--- src/rtl/ov5640_init_sequencer.sv ---
// ov5640_init_sequencer: walks the OV5640 register table and issues one IIC write per entry
// Ports: i_clk/i_rstn clock and async active-low reset; i_start (re)start pulse;
//   o_rom_addr/i_rom_data table read with 1-cycle latency; o_iic_req/o_iic_addr/o_iic_data
//   write request to the IIC master, answered by i_iic_done/i_iic_err;
//   o_busy/o_done/o_error sequence status
module ov5640_init_sequencer #(
  parameter int CLOCK_FREQ_MHZ   = 65,
  parameter int TABLE_LEN        = 252,
  parameter int POWERUP_DELAY_MS = 20,
  parameter int MAX_RETRY        = 3,
  parameter int AUTO_START       = 1
) (
  input  logic        i_clk,
  input  logic        i_rstn,
  input  logic        i_start,
  output logic [7:0]  o_rom_addr,
  input  logic [23:0] i_rom_data,
  output logic        o_iic_req,
  output logic [15:0] o_iic_addr,
  output logic [7:0]  o_iic_data,
  input  logic        i_iic_done,
  input  logic        i_iic_err,
  output logic        o_busy,
  output logic        o_done,
  output logic        o_error
);
  localparam int TICKS = CLOCK_FREQ_MHZ * 1000;
  localparam int PW = $clog2(TICKS);
  localparam int MW = POWERUP_DELAY_MS > 255 ? $clog2(POWERUP_DELAY_MS + 1) : 8;
  localparam int RW = MAX_RETRY > 0 ? $clog2(MAX_RETRY + 1) : 1;
  localparam logic [PW-1:0] PRE_LAST = PW'(TICKS - 1);
  // Timed waits start part-way into their first ms so the fixed fetch/latch/issue
  // pipeline around them is absorbed and requests land on the ms boundary.
  localparam logic [PW-1:0] PWR_SKEW = PW'(4);
  localparam logic [PW-1:0] DLY_SKEW = PW'(1);
  localparam logic [PW-1:0] BCK_SKEW = PW'(2);
  typedef enum logic [3:0] {
    IDLE, PWR_WAIT, FETCH, LATCH, ISSUE, WAIT_DONE, DELAY, BACKOFF, DONE, ERROR
  } state_t;
  state_t state_q, state_d, adv_state;
  logic [7:0] idx_q, idx_d, adv_idx;
  logic [RW-1:0] retry_q, retry_d;
  logic [PW-1:0] pre_q, pre_d;
  logic [MW-1:0] ms_q, ms_d, tgt_q, tgt_d;
  logic [15:0] addr_q, addr_d;
  logic [7:0] data_q, data_d;
  logic req_q, req_d, tick, expired, last, busy;
  assign busy = !(state_q inside {IDLE, DONE, ERROR});
  always_comb begin
    state_d = state_q;
    idx_d = idx_q;
    retry_d = retry_q;
    tgt_d = tgt_q;
    addr_d = addr_q;
    data_d = data_q;
    req_d = req_q;
    tick = pre_q == PRE_LAST;
    pre_d = tick ? '0 : pre_q + PW'(1);
    ms_d = tick ? ms_q + MW'(1) : ms_q;
    expired = tick && ms_q == tgt_q - MW'(1);
    last = idx_q == 8'(TABLE_LEN - 1);
    adv_state = last ? DONE : FETCH;
    adv_idx = last ? idx_q : idx_q + 8'd1;
    if ((state_q == IDLE && AUTO_START != 0) || (i_start && !busy)) begin
      state_d = POWERUP_DELAY_MS == 0 ? FETCH : PWR_WAIT;
      idx_d = '0;
      retry_d = '0;
      tgt_d = MW'(POWERUP_DELAY_MS);
      pre_d = PWR_SKEW;
      ms_d = '0;
    end else begin
      case (state_q)
        PWR_WAIT: state_d = expired ? FETCH : PWR_WAIT;
        FETCH: state_d = LATCH;
        LATCH: begin
          if (i_rom_data[23:8] == 16'hFFFF) begin
            state_d = i_rom_data[7:0] == 8'd0 ? adv_state : DELAY;
            idx_d = i_rom_data[7:0] == 8'd0 ? adv_idx : idx_q;
            tgt_d = MW'(i_rom_data[7:0]);
            pre_d = DLY_SKEW;
            ms_d = '0;
          end else begin
            addr_d = i_rom_data[23:8];
            data_d = i_rom_data[7:0];
            state_d = ISSUE;
          end
        end
        ISSUE: begin
          req_d = 1'b1;
          state_d = WAIT_DONE;
        end
        WAIT_DONE: begin
          if (i_iic_done) begin
            req_d = 1'b0;
            if (!i_iic_err) begin
              retry_d = '0;
              state_d = adv_state;
              idx_d = adv_idx;
            end else if (retry_q < RW'(MAX_RETRY)) begin
              retry_d = retry_q + RW'(1);
              state_d = BACKOFF;
              tgt_d = MW'(1);
              pre_d = BCK_SKEW;
              ms_d = '0;
            end else begin
              state_d = ERROR;
            end
          end
        end
        DELAY: begin
          state_d = expired ? adv_state : DELAY;
          idx_d = expired ? adv_idx : idx_q;
        end
        BACKOFF: state_d = expired ? ISSUE : BACKOFF;
        default: ;
      endcase
    end
  end
  always_ff @(posedge i_clk or negedge i_rstn) begin
    if (!i_rstn) begin
      state_q <= IDLE;
      idx_q <= '0;
      retry_q <= '0;
      pre_q <= '0;
      ms_q <= '0;
      tgt_q <= '0;
      addr_q <= '0;
      data_q <= '0;
      req_q <= 1'b0;
    end else begin
      state_q <= state_d;
      idx_q <= idx_d;
      retry_q <= retry_d;
      pre_q <= pre_d;
      ms_q <= ms_d;
      tgt_q <= tgt_d;
      addr_q <= addr_d;
      data_q <= data_d;
      req_q <= req_d;
    end
  end
  assign o_rom_addr = idx_q;
  assign o_iic_req = req_q;
  assign o_iic_addr = addr_q;
  assign o_iic_data = data_q;
  assign o_busy = busy;
  assign o_done = state_q == DONE;
  assign o_error = state_q == ERROR;
endmodule

--- config.mk ---
export PLATFORM = sky130hd
export DESIGN_NAME = ov5640_init_sequencer
export DESIGN_NICKNAME = d
export VERILOG_FILES = /design/src/rtl/ov5640_init_sequencer.sv
export SDC_FILE = /design/constraint.sdc
export NUM_CORES = 1
export LEC_CHECK = 0
export ABC_AREA = 1
export CORE_MARGIN = 2
export CORE_UTILIZATION = 40
export DETAILED_ROUTE_END_ITERATION = 8
export GPL_TIMING_DRIVEN = 0
export PLACE_DENSITY = 0.74
export SLEW_MARGIN = 20
export SYNTH_ARGS = -nofsm -noshare
export SYNTH_HDL_FRONTEND = slang
export SYNTH_SLANG_ARGS = --single-unit
--- constraint.sdc ---
create_clock -name i_clk -period 2.92 [get_ports i_clk]
set_input_delay 0.584 -clock i_clk [delete_from_list [all_inputs] [get_ports i_clk]]
set_output_delay 0.584 -clock i_clk [all_outputs]
set_load 0.1 [all_outputs]
==> reports/results.tsv <==
metric	value	unit
setup_viol	0	
die_area	10880	um2
viasPerCell	4.901	
rsz0062_at_grt	false	
clock_latency	0.34	ns
total_power	5.584	mW
hold_viol_final	0	
dp_hpwl	7487	um
final_util	51.95	%
tns	0	ns
cts.clk_slew.worst_paths	0.08	ns
max_stage_delay	0.86	ns
rows	36	
mostFrequentLayoutCell	nand2_1	
die_y	104.3	um
dp.cells	746	
fin_crit	2.751	ns
period_share	94.23	%
peakVddDrop	0.0008119	V
drv_cap	0	
cpMaxStageDelayCell	dlygate4sd2_1	
cts_buffers	9	
ant_nets	0	
syn_area	4025	um2
tightest_slew	1.008	ns
r2r_setup_slack	0.81	ns
initial_core_util	41.18	%
ys_warn_count	0	
areaGrowthSynthToFinish	26.14	%
status	completed	
htree_levels	3	
port_buffers	64	
slew_headroom	32.59	%
tritoncts	done	
hold_buffers	0	
synthDistinctLibCells	34	
grt_max_degree	57	
min_path_type	primary input to asynchronous set/reset pin	
hold_ws	0.09786	ns
fin_ws	0.1686	ns
cts_root_buf	clkbuf_8	
crit_chain	nor3_1, inv_1, nor2_1, dlygate4sd2_1	
grt-ovfl-total	0	
fillCellCount	941	
place_congestion	0.9187	
powerDensity	1100	nW/um2
stdcell_count	761	
seqCellArea	1777	um2
clkSinkCount	71	
core-area	9774	um2
multi_input_area	1888	um2
crit_fanout	6	
layout-drive-gt1-share	7.166	%
post_drt_wl_per_cell	12.78	um
p_leak	2.530	nW
antenna_found_initial	0	
cp.arrival	2.17	ns
first_pass_iters	4	
diodes	0	
path_class	flip-flop to primary output	
syn_inst	548	
synth_nets	582	
cts_buffer_depth	2	
final_cell_area	5077	um2
die_w	104.3	um
layout_common_cells	nand2_1 (164), inv_1 (75), dfrtp_1 (71)	
fmax	0.3635	GHz
synth-seq-cells	71	
ys_seq_area_share	44.14	%
worstPathRequired	2.34	ns
worst_setup_path_end_kind	primary output	
drtIter0Drc	135	
fin_nets	658	
vias	3730	
boundaryPins	65	
clock_skew	0.008444	ns
drcViolationCount	0	
grt_usage	18.82	%
final_max_slew_viol_count	0	
dp_slack	0.1273	ns
wl	9724	um
grt_pass1_vias	3642	
placedInstanceArea	4857	um2
start_kind	flip-flop	
syn_area_per_cell	7.345	um2
grt_pass1_wl	16810	um
[what timing repair did]
| action | 4_1_cts | 5_1_grt |
|---|---|---|
| pin swaps | 0 | 0 |
| gates resized for setup | 2 | 1 |
| setup endpoints to repair | 2 | 1 |
| setup buffers | 0 | 0 |
[logic make-up after synthesis]
| kind of cell | synth area share (%) |
|---|---|
| adder cells (fa/ha/maj) | 1.554 |
| flip-flops | 44.14 |
| AO/OA/AOI/OAI | 5.968 |
| AND/OR/NAND/NOR | 34.38 |
| buffers and inverters | 8.952 |
| XOR/XNOR | 5.005 |
[synthesized netlist by cell type]
master | number | area share (%)
a211oi_1 | 1 | 0.19
a21o_1 | 1 | 0.19
a21oi_1 | 7 | 0.87
a21oi_2 | 1 | 0.22
a22oi_1 | 2 | 0.37
buf_2 | 3 | 0.37
buf_4 | 2 | 0.37
clkbuf_1 | 2 | 0.19
clkbuf_2 | 1 | 0.12
clkbuf_8 | 1 | 0.34
dfrtp_1 | 71 | 44
ha_1 | 5 | 1.6
inv_1 | 75 | 7.0
inv_2 | 6 | 0.56
nand2_1 | 164 | 15
nand2_2 | 4 | 0.62
nand2_4 | 2 | 0.56
nand3_1 | 40 | 5.0
nand3_2 | 1 | 0.25
nand3b_2 | 1 | 0.28
nand4_1 | 9 | 1.4
nor2_1 | 70 | 6.5
nor2_4 | 2 | 0.56
nor3_1 | 15 | 1.9
nor3_2 | 2 | 0.50
nor3_4 | 2 | 0.81
nor3b_1 | 4 | 0.75
o21ai_0 | 14 | 1.7
o21ai_1 | 11 | 1.4
o22a_1 | 1 | 0.22
o22ai_1 | 4 | 0.62
o31ai_1 | 1 | 0.19
xnor2_1 | 8 | 1.7
xor2_1 | 15 | 3.3
[critical path, delay by kind of cell (launching register included)]
kind / cells / cell delay (ns)
AND/OR/NAND/NOR: 2 / 0.39
flip-flops: 1 / 0.47
buffers and inverters: 2 / 0.97
[final timing paths]
path | cells after the start | to | from
setup / recovery | 4 | o_error | state_q[1]
hold / removal | 1 | pre_q[8] | i_rstn
setup reg to reg | 15 | o_rom_addr[4] | tgt_q[0]
hold reg to reg | 2 | o_iic_addr[13] | o_iic_addr[13]
max in group asynchronous | 2 | o_iic_addr[10] | i_rstn
min in group i_clk | 2 | o_iic_addr[13] | o_iic_addr[13]
[registers in the layout, summed over array words and instances, names as in the netlist]
signal      cells
retry_q         2
ms_q            8
o_iic_data      8
o_iic_addr     16
state_q         4
o_rom_addr      8
o_iic_req       1
tgt_q           8
pre_q          16
[cell type report]
class                           count  area share, %
Buffer                              9          1.109
Tap cell                          133          3.277
Clock inverter                      5          1.626
Sequential cell                    71          34.99
Clock buffer                       10          2.711
Inverter                           81          5.988
Multi-Input combinational cell    387          37.19
Timing Repair Buffer               65          13.11
[power breakdown]
group	switching, mW	internal (mW)
logic	2.44	0.794
clock network	0.371	0.501
registers	0.218	1.26
[metal layers]
layer	up-vias	part of all wire, %	wire (um)	GRT usage, %
li1	1871	-	-	-
met1	1763	45	4422	24.53
met2	80	49	4736	30.77
met3	16	4.0	392	3.759
met4	0	1.8	172	7.336
met5	-	0	0	0
No activity file was read; power rests on OpenSTA's default activity.
